[src/rtl/instr_prefetch_unit.sv]
// Fetch stage: owns the fetch PC, issues in-order requests to a variable-latency instruction
// memory and buffers up to DEPTH PC-tagged instructions for the datapath.
`timescale 1ns/1ps
module instr_prefetch_unit #(
    parameter logic [31:0] RESET_PC = 32'h0000_0000,
    parameter int          DEPTH    = 4
) (
    input  logic        clock,
    input  logic        reset,
    output logic        imemReqValid,
    output logic [31:0] imemReqAddr,
    input  logic        imemReqReady,
    input  logic        imemRespValid,
    input  logic [31:0] imemRespData,
    input  logic        redirectValid,
    input  logic [31:0] redirectPC,
    output logic        instrValid,
    input  logic        instrReady,
    output logic [31:0] instr,
    output logic [31:0] pcQ,
    output logic [31:0] pcPlus4
);
    localparam int PW = $clog2(DEPTH);
    localparam int CW = PW + 1;
    localparam logic [CW:0] DEPTH_W = (CW+1)'(DEPTH);

    logic [31:0]   fetch_pc_r;
    logic [PW-1:0] head_ptr_r;
    logic [PW-1:0] alloc_ptr_r;
    logic [PW-1:0] fill_ptr_r;
    logic [CW-1:0] alloc_cnt_r;
    logic [CW-1:0] filled_cnt_r;
    logic [CW-1:0] drop_cnt_r;
    logic [31:0]   pc_buf_r   [DEPTH];
    logic [31:0]   data_buf_r [DEPTH];

    logic [CW:0]   credit_s;
    logic          req_valid_s;
    logic          req_fire_s;
    logic          fill_s;
    logic          head_filled_s;
    logic          pop_fire_s;
    logic [CW-1:0] unfilled_s;
    logic [CW-1:0] alloc_next_s;
    logic [CW-1:0] filled_next_s;
    logic [CW-1:0] drop_next_s;

    // Handshake decode and next-state counter arithmetic.
    always_comb begin
        credit_s      = {1'b0, alloc_cnt_r} + {1'b0, drop_cnt_r};
        req_valid_s   = !reset && (credit_s < DEPTH_W);
        req_fire_s    = req_valid_s && imemReqReady;
        fill_s        = imemRespValid && (drop_cnt_r == CW'(0));
        // Fills land in order from the head, so the head is filled whenever any entry is.
        head_filled_s = !reset && (filled_cnt_r != CW'(0));
        pop_fire_s    = head_filled_s && instrReady;
        unfilled_s    = alloc_cnt_r - filled_cnt_r;
        alloc_next_s  = alloc_cnt_r + CW'(req_fire_s) - CW'(pop_fire_s);
        filled_next_s = filled_cnt_r + CW'(fill_s) - CW'(pop_fire_s);
        if (redirectValid) begin
            // Everything allocated but unfilled, plus a request issued now, is owed a discard.
            drop_next_s = drop_cnt_r + unfilled_s + CW'(req_fire_s) - CW'(imemRespValid);
        end else if (imemRespValid && !fill_s) begin
            drop_next_s = drop_cnt_r - CW'(1);
        end else begin
            drop_next_s = drop_cnt_r;
        end
    end

    // Fetch PC, pointers and occupancy counters.
    always_ff @(posedge clock) begin
        if (reset) begin
            fetch_pc_r   <= RESET_PC;
            head_ptr_r   <= PW'(0);
            alloc_ptr_r  <= PW'(0);
            fill_ptr_r   <= PW'(0);
            alloc_cnt_r  <= CW'(0);
            filled_cnt_r <= CW'(0);
            drop_cnt_r   <= CW'(0);
        end else if (redirectValid) begin
            fetch_pc_r   <= redirectPC & ~32'h0000_0003;
            head_ptr_r   <= PW'(0);
            alloc_ptr_r  <= PW'(0);
            fill_ptr_r   <= PW'(0);
            alloc_cnt_r  <= CW'(0);
            filled_cnt_r <= CW'(0);
            drop_cnt_r   <= drop_next_s;
        end else begin
            if (req_fire_s) begin
                fetch_pc_r  <= fetch_pc_r + 32'd4;
                alloc_ptr_r <= alloc_ptr_r + PW'(1);
            end
            if (fill_s) begin
                fill_ptr_r <= fill_ptr_r + PW'(1);
            end
            if (pop_fire_s) begin
                head_ptr_r <= head_ptr_r + PW'(1);
            end
            alloc_cnt_r  <= alloc_next_s;
            filled_cnt_r <= filled_next_s;
            drop_cnt_r   <= drop_next_s;
        end
    end

    // Entry payload storage; validity is tracked solely by the counters above.
    always_ff @(posedge clock) begin
        if (req_fire_s && !redirectValid) begin
            pc_buf_r[alloc_ptr_r] <= fetch_pc_r;
        end
        if (fill_s && !reset && !redirectValid) begin
            data_buf_r[fill_ptr_r] <= imemRespData;
        end
    end

    // Output drive: head entry when valid, all zeros otherwise.
    always_comb begin
        imemReqValid = req_valid_s;
        imemReqAddr  = reset ? 32'h0000_0000 : fetch_pc_r;
        if (head_filled_s) begin
            instrValid = 1'b1;
            instr      = data_buf_r[head_ptr_r];
            pcQ        = pc_buf_r[head_ptr_r];
            pcPlus4    = pc_buf_r[head_ptr_r] + 32'd4;
        end else begin
            instrValid = 1'b0;
            instr      = 32'h0000_0000;
            pcQ        = 32'h0000_0000;
            pcPlus4    = 32'h0000_0000;
        end
    end

    instr_prefetch_unit_chk #(.CW(CW), .DEPTH(DEPTH)) u_chk (
        .clock         (clock),
        .reset         (reset),
        .imemRespValid (imemRespValid),
        .alloc_cnt     (alloc_cnt_r),
        .filled_cnt    (filled_cnt_r),
        .drop_cnt      (drop_cnt_r)
    );
endmodule

// Protocol and occupancy invariants of the prefetch buffer.
module instr_prefetch_unit_chk #(
    parameter int CW    = 3,
    parameter int DEPTH = 4
) (
    input logic          clock,
    input logic          reset,
    input logic          imemRespValid,
    input logic [CW-1:0] alloc_cnt,
    input logic [CW-1:0] filled_cnt,
    input logic [CW-1:0] drop_cnt
);
    localparam logic [CW:0] DEPTH_W = (CW+1)'(DEPTH);

    a_no_orphan_resp: assert property (@(posedge clock) disable iff (reset)
        !(imemRespValid && (alloc_cnt == filled_cnt) && (drop_cnt == CW'(0))));
    a_filled_le_alloc: assert property (@(posedge clock) disable iff (reset)
        filled_cnt <= alloc_cnt);
    a_credit_bound: assert property (@(posedge clock) disable iff (reset)
        ({1'b0, alloc_cnt} + {1'b0, drop_cnt}) <= DEPTH_W);
endmodule

[config.mk]
export PLATFORM = sky130hd
export DESIGN_NAME = instr_prefetch_unit
export DESIGN_NICKNAME = d
export VERILOG_FILES = /design/src/rtl/instr_prefetch_unit.sv
export SDC_FILE = /design/constraint.sdc
export NUM_CORES = 1
export LEC_CHECK = 0
export CORE_ASPECT_RATIO = 2
export CORE_UTILIZATION = 58
export DETAILED_ROUTE_END_ITERATION = 16
export GPL_ROUTABILITY_DRIVEN = 0
export HOLD_SLACK_MARGIN = 0.08
export PLACE_DENSITY = 0.91
export SYNTH_ARGS = -nofsm -noshare
export SYNTH_HDL_FRONTEND = slang
export SYNTH_SLANG_ARGS = --single-unit
[constraint.sdc]
create_clock -name clock -period 7.4 [get_ports clock]
set_clock_uncertainty 0.2 [all_clocks]
set_input_delay 1.11 -clock clock [delete_from_list [all_inputs] [get_ports clock]]
set_output_delay 1.11 -clock clock [all_outputs]
set_load 0.02 [all_outputs]
==> results.md <==
* Worst-skew pair later-pin latency at 0.53 ns
* CTS tree: done
* Vias in the first global route at 8214
* Total power at 3.85 mW
* Class of the worst hold path: register to register
* Fin nets at 1162
* Die Area at 23300 um^2
* Critical Path RT at 6.09 ns
* Sequential share of the synthesized area at 0.639
* Most frequent cells in the layout: edfxtp_1 (248), clkdlybuf4s50_1 (190), and2_1 (71), nor2_1 (71), mux4_2 (59)
* Crit path largest cell delay at 0.77 ns
* Initial drt markers at 372
* Slew at the pin with the worst max-slew slack at 0.890 ns
* Hold Startpoint: fetch_pc_r[31]
* Placement Rows at 77
* Core area at 22200 um^2
* GR peak layer: met2
* Status: completed
* Post-DP HPWL at 19600 um
* VDD IR max at 0.282 mV
* Grt met3 use at 0.0270
* Type of origin of the critical path: register
* DIE HEIGHT at 215 um
* Layout cells sized above 1 at 0.128
* Ranking of synthesized cells by area: edfxtp_1 (57%), mux4_2 (10%), dfxtp_1 (7.2%), and2_1 (3.5%), xnor2_1 (2.6%)
* Post-Route Setup TNS at 0 ns
* Yosys cell types at 48
* Slew HR at 0.406
* Critical Path AT at 4.27 ns
* Unrepaired setup endpoints after global routing: false
* Number of diodes at 0
* Final wirelength at 28200 um
* Drt first pass iters at 5
* CP Class: register to output pin
* PnR worst setup slack at 1.82 ns
* Reg2reg start: filled_cnt_r[2]
* Fin crit share at 0.753
* Leak at 5.25 nW
* Syn avg cell area at 14.8 um^2
* Reg2Reg Setup Slack at 3.64 ns
* Hold Violations, Final at 0
* Starting density of the core at 0.593
* Area grow syn2layout at 22.7%
* Hold Crit Depth at 0
* CTS-repair resized insts at 0
* Cells after Synth at 885
* Antenna viol nets, final at 0
* Num CTS Buffers at 24
* Commonest non-fill, non-tap cell in the layout: edfxtp_1
* CTS H-tree lvls at 1
* Synth Flop Type: edfxtp_1
* Hold EP: pc_buf_r[2][31]
* CTS Buffer Depth at 3
* Post-CTS Hold Buffers at 0
* Residual DRC at 0
* Max Fclk at 179 MHz
* Setup WS pre-CTS at 2.25 ns
* Yosys top cell by area: edfxtp_1
* DR WL/cell at 20.7 um
* Post-Route Utilization at 0.727
* Via count at 8030
* Met1 GRT Util at 0.278
* Die X-Extent at 108 um
* # clock sinks at 295
* # setup viols final at 0
* Total track usage at 0.248
* Largest net degree at the start of global routing at 67
* Largest delay share family, worst path: buffers and inverters
* Flops & latches, synth at 295
* Max-cap violation count at 0
* Clock transition at the registers of the reported paths at 0.07 ns
* Post-Syn Area at 13100 um^2
* Share of flip-flops with an asynchronous set or reset at 0
* Post-route minimum period at 5.58 ns
* CP Capture Type: output pin
* Antenna violations before repair at 0
* Buf/Inv on CP at 2
* # port buffers at 191
* Power density over the cells at 239 nW/um^2
* CP Cell Sequence: buf_4 -> mux4_2 -> and4_1 -> nand2_1 -> nor4_1 -> mux2_2 -> clkdlybuf4s50_1
* Final Max Slew Viols at 0
* Global route overflow at 0
* Root buffer cell: clkbuf_16
* FF-to-FF path depth at 12
* Yosys warns at 0
* DR vias/cell at 5.90
* Crit Reg-Reg Endpoint: filled_cnt_r[2]
* Post-synth EDFFs at 248
* First-pass GRT wire length at 43700 um
* I/O pin total at 200
* Slowest-stage cell, CP: dfxtp_4
* FILL cells at 1357
* CP max FO at 32
* Post-CTS Repair Setup Buffers at 0
* Yosys top cell area share at 0.567
* GRT met2 Usage at 0.451
==> cells in the mapped netlist, drive strengths merged, types with 5 or more instances <==
cell    count
a211oi     17
a21oi      14
a311oi      7
and2       74
and3        5
and4        5
buf        21
clkbuf     31
dfxtp      47
edfxtp    248
fa          7
ha         18
inv        34
mux2        9
mux4       62
nand2      29
nand3      23
nand4      10
nor2       71
nor2b      27
nor3       17
nor4       12
o21ai      13
or2         5
or3        10
or4         7
xnor2      39
==> registers in the layout (all words and copies together) (netlist names), named ones only <==
signal        flops
drop_cnt_r        3
fetch_pc_r       30
alloc_cnt_r       3
fill_ptr_r        2
filled_cnt_r      3
alloc_ptr_r       2
data_buf_r      128
pc_buf_r        120
head_ptr_r        2
==> routing by layer <==
metal  vias up  share of wire
met2       316           0.55
met4         0          0.047
li1       3668              -
met5         -              0
met1      3961           0.35
met3        85          0.054
==> metrics by stage <==
stage	hold WS, ns	cell area, um^2	cells
finish	0.347	16100	1361
global route	0.364	16100	1361
CTS	0.346	16100	1361
detailed placement	0.334	15200	1317
global placement	0.306	15200	1317
floorplan	0.283	13200	890
==> worst max-delay path by stage <==
stage	to	start	slack, ns	cells past startpoint
2_1_floorplan	drop_cnt_r[2]	imemRespValid	3.45	12
3_3_place_gp	pcPlus4[28]	register	2.29	7
3_5_place_dp	pcPlus4[28]	register	2.25	7
4_1_cts	pcPlus4[28]	register	1.68	7
5_1_grt	pcPlus4[28]	register	1.52	7
6_report	pcPlus4[28]	register	1.82	7
==> worst reg2reg max path, delay by kind of cell (launching register included) <==
| family | cells | cell delay (ns) |
|---|---|---|
| XOR/XNOR | 2 | 0.34 |
| AND/OR/NAND/NOR | 4 | 1.02 |
| flip-flops | 1 | 0.34 |
| buffers and inverters | 3 | 0.89 |
| adder cells (fa/ha/maj) | 3 | 0.87 |
==> report_power, final <==
part | switching (mW) | internal [mW] | leakage, nW | total [mW]
logic | 0.296 | 0.255 | 2.17 | 0.551
clock network | 0.590 | 0.807 | 0.436 | 1.40
registers | 0.0473 | 1.86 | 2.64 | 1.91
total | 0.933 | 2.92 | 5.25 | 3.85
==> kinds of logic after synthesis <==
family,Yosys count,share of synthesized area
and+or+nand+nor,299,0.126
DFF,295,0.639
buffers and inverters,86,0.0302
muxes,74,0.117
AOI/OAI and AO/OA,62,0.0313
xor gates and xnor gates,43,0.0287
adders and majority gates,25,0.0278
other,1,0.000285
==> area by class of cell <==
| cell class | count | area, um^2 | share of cell area |
|---|---|---|---|
| timing repair buffer | 203 | 2000 | 0.124 |
| tap | 276 | 345 | 0.0214 |
| clock inverter | 16 | 204 | 0.0127 |
| sequential | 295 | 8390 | 0.521 |
| multi-input combinational | 509 | 4370 | 0.271 |
| clock buffer | 28 | 679 | 0.0421 |
| inverter | 34 | 128 | 0.00792 |
Power figures use the tool's default switching activity.
